--- src/rtl/mem_access_unit.sv ---
// Load/store access unit: turns decoder access codes into a held memory request,
// builds byte-lane store strobes/data and formats the returned load word.
module mem_access_unit (
    input  logic        clk,
    input  logic        reset,
    input  logic        MemW,
    input  logic        MemR,
    input  logic [3:0]  be,
    input  logic [31:0] Addr,
    input  logic [31:0] WriteData,
    output logic [31:0] ReadData,
    output logic        Stall,
    output logic        AlignFault,
    output logic        mem_req,
    output logic        mem_we,
    output logic [31:0] mem_addr,
    output logic [31:0] mem_wdata,
    output logic [3:0]  mem_wmask,
    input  logic [31:0] mem_rdata,
    input  logic        mem_ready
);

    typedef enum logic [1:0] {IDLE, BUSY, DONE} state_t;

    state_t      state_reg, state_next;
    logic [3:0]  be_reg;
    logic        mem_we_reg;
    logic [31:0] mem_addr_reg;
    logic [31:0] mem_wdata_reg;
    logic [3:0]  mem_wmask_reg;
    logic [31:0] read_data_reg;
    logic        align_fault_reg;

    logic        req, is_word, is_half, misaligned;
    logic [3:0]  wmask_next;
    logic [31:0] wdata_next;
    logic [7:0]  rdata_lane [4];
    logic [7:0]  byte_sel;
    logic [15:0] half_sel;
    logic [31:0] load_fmt;

    // 1111 is the word code even though it also looks like a signed halfword.
    assign req        = MemW | MemR;
    assign is_word    = (be == 4'b1111);
    assign is_half    = ~is_word & be[2];
    assign misaligned = is_half & be[0];

    generate
        for (genvar gi = 0; gi < 4; gi++) begin : g_lane
            localparam logic [1:0] LANE = gi;
            assign wmask_next[gi] = MemW & (is_word |
                                    (is_half ? (be[1] == LANE[1]) : (be[1:0] == LANE)));
            assign wdata_next[8*gi +: 8] = is_word ? WriteData[8*gi +: 8] :
                                           is_half ? WriteData[8*(gi%2) +: 8] :
                                                     WriteData[7:0];
            assign rdata_lane[gi] = mem_rdata[8*gi +: 8];
        end
    endgenerate

    assign byte_sel = rdata_lane[be_reg[1:0]];
    assign half_sel = be_reg[1] ? mem_rdata[31:16] : mem_rdata[15:0];

    always_comb begin
        load_fmt = mem_rdata;
        if (be_reg != 4'b1111) begin
            if (be_reg[2])
                load_fmt = {{16{be_reg[3] & half_sel[15]}}, half_sel};
            else
                load_fmt = {{24{be_reg[3] & byte_sel[7]}}, byte_sel};
        end
    end

    always_comb begin
        state_next = state_reg;
        Stall      = 1'b0;
        case (state_reg)
            IDLE: begin
                if (req) begin
                    Stall      = 1'b1;
                    state_next = misaligned ? DONE : BUSY;
                end
            end
            BUSY: begin
                Stall = 1'b1;
                if (mem_ready)
                    state_next = DONE;
            end
            DONE:    state_next = IDLE;
            default: state_next = IDLE;
        endcase
    end

    always_ff @(posedge clk) begin
        if (reset) begin
            state_reg       <= IDLE;
            be_reg          <= 4'b0000;
            mem_we_reg      <= 1'b0;
            mem_addr_reg    <= 32'h0;
            mem_wdata_reg   <= 32'h0;
            mem_wmask_reg   <= 4'b0000;
            read_data_reg   <= 32'h0;
            align_fault_reg <= 1'b0;
        end else begin
            state_reg <= state_next;
            if (state_reg == IDLE && req) begin
                if (misaligned) begin
                    align_fault_reg <= 1'b1;
                    read_data_reg   <= 32'h0;
                end else begin
                    be_reg        <= be;
                    mem_we_reg    <= MemW;
                    mem_addr_reg  <= Addr & ~32'h3;
                    mem_wdata_reg <= wdata_next;
                    mem_wmask_reg <= wmask_next;
                end
            end
            if (state_reg == BUSY && mem_ready) begin
                read_data_reg   <= load_fmt;
                align_fault_reg <= 1'b0;
            end
        end
    end

    assign mem_req    = (state_reg == BUSY);
    assign mem_we     = mem_we_reg;
    assign mem_addr   = mem_addr_reg;
    assign mem_wdata  = mem_wdata_reg;
    assign mem_wmask  = mem_wmask_reg;
    assign ReadData   = read_data_reg;
    assign AlignFault = align_fault_reg;

endmodule

--- config.mk ---
export PLATFORM = sky130hd
export DESIGN_NAME = mem_access_unit
export DESIGN_NICKNAME = d
export VERILOG_FILES = /design/src/rtl/mem_access_unit.sv
export SDC_FILE = /design/constraint.sdc
export NUM_CORES = 1
export LEC_CHECK = 0
export BUFFER_PORTS_ARGS = -buffer_cell sky130_fd_sc_hd__clkbuf_2
export CORE_MARGIN = 4
export CORE_UTILIZATION = 47
export CTS_CLUSTER_SIZE = 28
export DETAILED_ROUTE_END_ITERATION = 10
export HOLD_SLACK_MARGIN = 0.02
export PLACE_DENSITY = 0.8
export SYNTH_ARGS = -nofsm -noshare
export SYNTH_HDL_FRONTEND = slang
export SYNTH_SLANG_ARGS = --single-unit
--- constraint.sdc ---
create_clock -name clk -period 1.89 [get_ports clk]
set_input_delay 0.189 -clock clk [delete_from_list [all_inputs] [get_ports clk]]
set_output_delay 0.189 -clock clk [all_outputs]
set_load 0.02 [all_outputs]
# --- Yosys cells after proc, flatten, opt, wreduce, memory -nomap -nowiden ---
# Index checks and enable logic that the tools add are counted.
classes:
  reduce_logical: 11
  magnitude_cmp: 1
  n_bitwise: 17
  mux: 23
  n_eq_ne: 8
ops:
  columns: ["operator", "count"]
  rows:
  - ["$mux 32", 5]
  - ["$mux 8", 6]
  - ["$bmux 8 s2", 1]
  - ["$mux 16", 1]
  - ["$and 1x1->1", 8]
  - ["$reduce_and 2->1", 4]
  - ["$mux 2", 3]
  - ["$mux 1", 5]
  - ["$or 1x1->1", 5]
  - ["$eq 2x1->1 const B", 2]
  - ["$eq 2x2->1 const B", 2]
  - ["$eq 4x4->1 const B", 1]
  - ["$logic_not 2->1", 2]
  - ["$ne 4x4->1 const B", 1]
  - ["$pmux 2 s2", 1]
  - ["$reduce_bool 2->1", 2]
  - ["$ge 3x3->1 const B", 1]
  - ["$not 1->1", 3]
  - ["$not 2->3", 1]
  - ["$logic_and 1x1->1", 2]
  - ["$ne 2x1->1 const B", 1]
  - ["$ne 2x2->1 const B", 1]
  - ["$pmux 1 s2", 1]
  - ["$reduce_or 2->1", 1]
totals:
  out_inout_bits: 104
  register_bits: 106
  in_bits: 105
  word_cells: 68

# --- Longest topological paths before layout ---
# Gate-level depths: netlist of the first run.
depth:
  depth_word: 8
  mapped_depth: 7
  mapped_depth_nobuf: 4

# --- Worst setup path before layout of the first run ---
# OpenSTA, ideal clock, no wires.
synth_path:
  path_kind: "reg2reg"
  startpoint: "reg state_reg[0]"
  endpoint: "reg read_data_reg[10], in the netlist ReadData[10]"
  arrival_time_ps: 1419
  setup_ps: 114
  stages_incl_launch_ff: 6
  path_buffers: 1
  period_less_slack_ps: 1533
  path_slack_ps: 357
  required_ps: 1776
  path_cell_list: "dfxtp_1 nor2b_1 a21oi_1 o21a_1 buf_2 a21o_1"
synth_between:
  elab_chain_cells: 4
  word_cells_on_any_way: 8
  classes_between: "eq/ne: 1; mux: 1; reduce/logical: 6"
synth_lines:
  columns: ["item", "line_no", "source"]
  rows:
  - ["from (decl)", "25", "state_t state_reg, state_next;"]
  - ["from (signal assigned)", "104", "state_reg <= state_next;"]
  - ["$eq 2x1->1 *", null, null]
  - ["named net mem_req", "14", "output logic mem_req,"]
  - ["$logic_and 1x1->1 *", "117", "if (state_reg == BUSY && mem_ready) begin"]
  - ["$reduce_bool 2->1 (no line)", null, null]
  - ["$reduce_and 2->1 (no line)", null, null]
  - ["to (signal assigned)", "118", "read_data_reg <= load_fmt;"]
  - ["to (decl)", "31", "logic [31:0] read_data_reg;"]
# Mark *: on every way through the listed nets, which the timed path passes. The rest lies on a longest branch.
# A chain may end at the register's enable or synchronous reset.

# --- Final worst setup path of the first run ---
layout_path:
  startpoint: "reg be_reg[2]"
  endpoint: "reg read_data_reg[7], in the netlist ReadData[7]"
layout_between:
  elab_chain_cells: 3
  word_cells_on_any_way: 4
  classes_between: "eq/ne: 1; mux: 3"
layout_lines:
  columns: ["item", "line_no", "source"]
  rows:
  - ["from (decl)", "26", "logic [3:0] be_reg;"]
  - ["from (signal assigned)", "96", "be_reg <= 4'b0000;"]
  - ["from (signal assigned)", "110", "be_reg <= be;"]
  - ["$ne 4x4->1 / $mux 32 (equally long branches)", "65, 66", null]
  - ["$mux 32 *", "65", "if (be_reg != 4'b1111) begin"]
  - ["$mux 32 *", "117", null]
# Mark *: on every way between the ends. The rest lies on a longest branch, timed or not.

==> impl_results.md, run 1 <==
* Logic pwr share at 24.2%
* GRT overflow at 0
* Utilization after layout at 63.4%
* Post-synth ARST share at 0%
* Crit Path Max Fanout at 16
* Largest net degree at the start of global routing at 74
* CP arrival at between 1500 and 2000 ps
* Mapped Cells at 556
* Horiz. Die Dim at about 110 um
* CTS Sinks at 106
* GRT Overall Usage at a little under a quarter
* First-pass GRT wire length at approximately 22,000 um
* Yosys warnings at 0
* Yosys top cell area share at about 47%
* VDD IR max at about 430 uV
* HPWL Detailed at ~10,000 um
* Sequential share of the synthesized area at 46.5%
* Distinct cells, synth at 43
* Number of synthesized flops with an enable pin at 0
* WL/cell at approximately 16 um
* Sw power at between 1.5 and 2 mW
* Fin. Hold Viols at 0
* Simple-gate area share of the yosys netlist at between 15 and 20%
* Relative slew slack at 60.6%
* Power per cell area at roughly 850 mW/mm^2
* M3 GR Usage at under 10%
* Most frequent cells in the layout: clkbuf_2 (204), nand2_1 (132), dfxtp_1 (106), a21oi_1 (60), o21ai_0 (32)
* Leak Pwr at between 2 and 3 nW
* # rows at 35
* Synth top area cells: dfxtp_1 (47%), nand2_1 (11%), a21oi_1 (6.6%), o2bb2ai_1 (4.4%), o21ai_0 (3.5%)
* Initial DRC Count at about 260
* Placed Cells incl. Taps at 857
* Yosys reg bits at between 100 and 150
* Average cell area after synthesis at roughly 8 sq um
* Commonest non-fill, non-tap cell in the layout: clkbuf_2
* Clock-pin slew on the worst setup and hold paths at ~110 ps
* Fraction of layout cells with a size suffix above 1 at about a third
* Worst skew pair latency at 370 ps
* Hold crit path type: in -> reg
* Clk pwr share at between 20% and 30%
* Worst Tran Pin Value at 590 ps
* Sw Share at 33.0%
* Crit share post-route at approximately 90%
* Root Driver: clkbuf_8
* Met1 usage at about 30%
* Cell Area, Synth at 0.00456 sq mm
* IO buf count at roughly 200
* CORE AREA at 0.00933 sq mm
* WL final at between 10,000 and 15,000 um
* Power Total at 5.02 mW
* DR DRC count at 0
* DIE AREA at ~0.011 sq mm
* Clock buffer depth at 2
* Fmax at 0.585 GHz
* Compound-Gate Fraction of Synth Area at 25.3%
* Internal power at 3.37 mW
* Initial core utilization at around half
* Area leader, netlist: dfxtp_1
* Mux contribution to synthesized area at 3.48%
* DR pass1 iterations at 5
* Htree depth at 3
* Vias in the first global route at 4,593
* Post-cts repair resize count at 0
* WP data required at 2150 ps
* RD Place Congestion at approximately 0.85
* Initial antenna violation count at 0
* Ys flop type: dfxtp_1
* Area growth syn-to-layout at 29.7%
* # diodes at 0
* Seq pwr share at between 40% and 50%
* Status: completed
* TritonCTS clock tree: done
* Unrepaired setup endpoints after global routing: no
* Setup TNS at 0 ps
* Crit end category: register
* Largest family of logic cells by synthesized area: compound AO/OA/AOI/OAI gates
* Met2 Use GR at roughly two fifths
* Die Y at roughly 110 um
* Xor and xnor area share after synthesis at 0%
* Antenna Nets Post-Route at 0
* Final count of negative-setup-slack endpoints at 0
* # Max-Cap Violations at 0
* Crit path kind: reg -> reg
* Final Skew at 14.5 ps
* Num ports at 209
* Min Tclk post-route at ~1700 ps
* DR vias at a little under 5,000
* Post-synthesis adder-cell area fraction at 0%
* Worst setup SP type: register
* Layout Cells excl Fill at around 900
* Gr busiest metal: met2
* Number of buffers created by CTS at 9
* Fin nets at 850
* Vias/cell at between 5 and 6
* Max-slew violation count at 0
==> critical path, stage by stage, from the launching register on <==
cell	delay (ps)
dfxtp_1	460
nand2b_1	390
o21ai_0	200
or2_2	300
a32o_1	250
==> stage by stage <==
step                      setup slack [ps]  hold WS, ps  area, sq um
final                                  180         30.3         5920
after global routing                  96.0         30.8         5920
after CTS                              189         20.5         5910
after detailed placement               202          419         5680
after global placement                 276          413         5680
after floorplan                        357          325         4570
==> per-layer routing <==
layer | vias up | routed length (um) | part of all wire (%)
met4 | 0 | 449 | 3.3
met2 | 239 | 6310 | 46
met3 | 32 | 1350 | 9.8
li1 | 2343 | - | -
met1 | 2198 | 5560 | 41
met5 | - | 0 | 0
==> logic make-up (layout without fill, tap and decap cells) <==
family | count (synthesis) | count (layout)
buf+inv | 52 | 245
mux | 15 | 15
simple gates | 205 | 205
flops | 106 | 106
other cells | 1 | 2
compound gates | 177 | 177
==> synth_stat cells, drive strengths merged, types with 8 or more instances <==
master / number
a211oi: 11
a21oi: 60
a311oi: 8
a31oi: 8
buf: 29
clkbuf: 20
dfxtp: 106
mux2i: 8
nand2: 132
nor2: 28
o211ai: 9
o21ai: 33
o2bb2ai: 23
or3: 21
==> timing repair <==
| item | 4_1_cts | 5_1_grt |
|---|---|---|
| hold buffers | 5 | 1 |
| buffers inserted | 0 | 0 |
| endpoints found under the hold margin | 5 | 1 |
==> path summary, 6_finish.rpt <==
kind	startpoint	to	slack, ps	cells after the start
setup / recovery	be_reg[2]	ReadData[7]	180	4
hold reg to reg	mem_addr[27]	mem_addr[27]	460	2
setup reg to reg	be_reg[2]	ReadData[7]	180	4
hold / removal	Addr[31]	mem_addr[31]	30	3
==> cell type report <==
cell class / count / area [sq um]
Clock buffer: 11 / 141
Clock inverter: 5 / 37.5
Timing Repair Buffer: 226 / 1230
Tap cell: 129 / 161
Inverter: 3 / 11.3
Sequential cell: 106 / 2120
Multi-Input combinational cell: 399 / 2220
Fill cell: 828 / 3410
==> power groups by stage <==
| stage | sequential, mW | combinational (mW) | clock [mW] |
|---|---|---|---|
| final | 2.51 | 1.22 | 1.30 |
| after global routing | 2.53 | 1.33 | 1.42 |
| after CTS | 2.51 | 1.21 | 1.34 |
| after detailed placement | 2.55 | 1.20 | 0 |
| after global placement | 2.55 | 1.17 | 0 |
| after floorplan | 2.73 | 0.579 | 0 |
No activity file was read; power rests on OpenSTA's default activity.
==> run 2: changes to the inputs <==
--- a/config.mk
+++ b/config.mk
@@ -5,7 +5,7 @@
 export SDC_FILE = /design/constraint.sdc
 export NUM_CORES = 1
 export LEC_CHECK = 0
-export BUFFER_PORTS_ARGS = -buffer_cell sky130_fd_sc_hd__clkbuf_2
+export BUFFER_PORTS_ARGS = -buffer_cell sky130_fd_sc_hd__buf_2
 export CORE_MARGIN = 4
 export CORE_UTILIZATION = 47
 export CTS_CLUSTER_SIZE = 28
==> run 2 against run 1 <==
- utilization rose by 0.23 points
- sequential power barely moved
- register-to-register slack improved by 20 ps
- critical endpoint is now ReadData[13]
- clock power rose by 22%
- routed wire length fell by 0.69%
- non-clock buffer count fell by 4
- sequential cell count did not move
- total power rose by 5.6%
- critical path depth did not move
- first-iteration DRC count fell by 25%
- via count fell by 0.73%
- sequential share of layout area fell by 0.13 points
==> impl_results.md, run 2 (synthesized netlist as in run 1, its figures left out) <==
* Horiz. Die Dim at 107 um (unchanged)
* DR vias at 4,777 (-0.73%)
* Clock-pin slew on the worst setup and hold paths at 110 ps (about the same)
* DR pass1 iterations at 6 (+1)
* Number of buffers added for setup after CTS at 0 (unchanged)
* WP data required at 2200 ps (+50 ps)
* Place WS at 220 ps (+17.9 ps)
* Relative slew slack at 62.4% (+1.8 points)
* Worst skew pair latency at 360 ps (about the same)
* Critical R2R Launch: be_reg[1]
* # Max-Cap Violations at 0 (unchanged)
* Max-slew violation count at 0 (unchanged)
* Worst setup margin at 203 ps (+23.4 ps)
* Leak Pwr at 2.71 nW (+2.5%)
* Num ports at 209 (unchanged)
* Crit share post-route at 89.2% (-1.2 points)
* VDD IR max at 469 uV (+8.4%)
* Largest net degree at the start of global routing at 56 (-24%)
* Commonest non-fill, non-tap cell in the layout: buf_2
* RD Place Congestion at 0.848 (about the same)
* Worst Tran Pin Value at 564 ps (-26.6 ps)
* Fmax at 0.593 GHz (+1.4%)
* Crit end category: register
* # rows at 35 (unchanged)
* Placed Cells incl. Taps at 859 (+0.23%)
* Min Tclk post-route at 1690 ps (-23.4 ps)
* Hold_sp: Addr[15]
* WL/cell at 15.5 um (-0.24%)
* R2R Path End: ReadData[13]
* Htree depth at 3 (unchanged)
* Post-cts repair resize count at 0 (unchanged)
* CP arrival at 1990 ps (+20 ps)
* CORE AREA at 0.00933 sq mm (unchanged)
* Antenna Nets Post-Route at 0 (unchanged)
* Fraction of layout cells with a size suffix above 1 at 33.8% (+0.58 points)
* Clock buffer depth at 2 (unchanged)
* Area growth syn-to-layout at 30.2%
* DIE AREA at 0.0113 sq mm (unchanged)
* Crit Path Max Fanout at 7 (-9)
* Fin. Hold Viols at 0 (unchanged)
* GRT Overall Usage at 23.9% (about the same)
* Vias/cell at 5.46 (-0.27%)
* Unrepaired setup endpoints after global routing: no
* Initial DRC Count at 198 (-25%)
* Reg2reg setup slack at 200 ps (+20 ps)
* Initial antenna violation count at 0 (unchanged)
* Number of buffers created by CTS at 9 (unchanged)
* IO buf count at 204 (unchanged)
* Hold EP: mem_addr[15]
* Final count of negative-setup-slack endpoints at 0 (unchanged)
* CP max-delay cell: or4b_1
* Root Driver: clkbuf_8
* Die Y at 107 um (unchanged)
* Status: completed
* Power Total at 5.31 mW (+5.6%)
* Final Skew at 14.8 ps (+0.302 ps)
* Vias in the first global route at 4,612 (+0.41%)
* Cells along the critical path: mux2i_1 > or4b_1 > a41oi_1 > a21o_1
* Most frequent cells in the layout: buf_2 (204), nand2_1 (132), dfxtp_1 (106), a21oi_1 (60), o21ai_0 (32)
* Setup TNS at 0 ps (unchanged)
* Worst setup SP type: register
* Hold crit path type: in -> reg
* Max incr delay on CP at 630 ps (+170 ps)
* Worst reg2reg path depth at 4 (unchanged)
* Depth of the worst hold-timing path at 3 (unchanged)
* WL final at 13,600 um (-0.69%)
* Power per cell area at 893 mW/mm^2 (+5.2%)
* First-pass GRT wire length at 22,400 um (+0.68%)
* TritonCTS clock tree: done
* CTS Sinks at 106 (unchanged)
* HPWL Detailed at 10,200 um (-0.39%)
* Layout Cells excl Fill at 875 (-0.46%)
* GRT overflow at 0 (unchanged)
* Crit path kind: reg -> reg
* DR DRC count at 0 (unchanged)
* # diodes at 0 (unchanged)
* Utilization after layout at 63.7% (+0.23 points)
* Fin nets at 846 (-0.47%)
* Initial core utilization at 48.9% (unchanged)
* Cts hold-fix bufs at 0 (-5)
run 2: where the power goes:
part,switching [mW],internal [mW],leakage [nW]
clock network,0.790,0.798,0.117
registers,0.0967,2.40,0.868
logic,0.771,0.448,1.73
total,1.66,3.65,2.71
run 2: metal layers:
layer | part of all wire [%] | global-route usage (%)
met4 | 2.0 | 7.67
met2 | 47 | 38.7
met1 | 41 | 30.1
met5 | 0 | 0
met3 | 10 | 7.89
run 2: cell type report:
type,instances,area (sq um)
Clock buffer,10,138
Clock inverter,6,95.1
Fill cell,801,3390
Inverter,3,11.3
Multi-Input combinational cell,399,2220
Sequential cell,106,2120
Tap cell,129,161
Timing Repair Buffer,222,1190
run 2: metrics by stage:
step | cell area [sq um] | hold slack (ps)
2_1_floorplan | 4570 | 325
3_3_place_gp | 5710 | 430
3_5_place_dp | 5710 | 436
4_1_cts | 5940 | 30.0
5_1_grt | 5940 | 27.0
6_report | 5940 | 50.8
run 2: critical path, delay by kind of cell (launching register included):
family	cells	cell delay, ps
DFF	1	460
muxes	1	160
AOI/OAI and AO/OA	2	400
and+or+nand+nor	1	630
run 2: how the worst max path moves through the flow:
stage | end | slack [ps] | depth (start not counted) | start
final | ReadData[13] | 200 | 4 | be_reg[1]
after global routing | ReadData[13] | 70 | 4 | be_reg[1]
after CTS | ReadData[13] | 210 | 4 | be_reg[1]
after detailed placement | ReadData[13] | 220 | 4 | be_reg[1]
after global placement | ReadData[13] | 260 | 4 | be_reg[1]
after floorplan | ReadData[10] | 360 | 5 | state_reg[0]
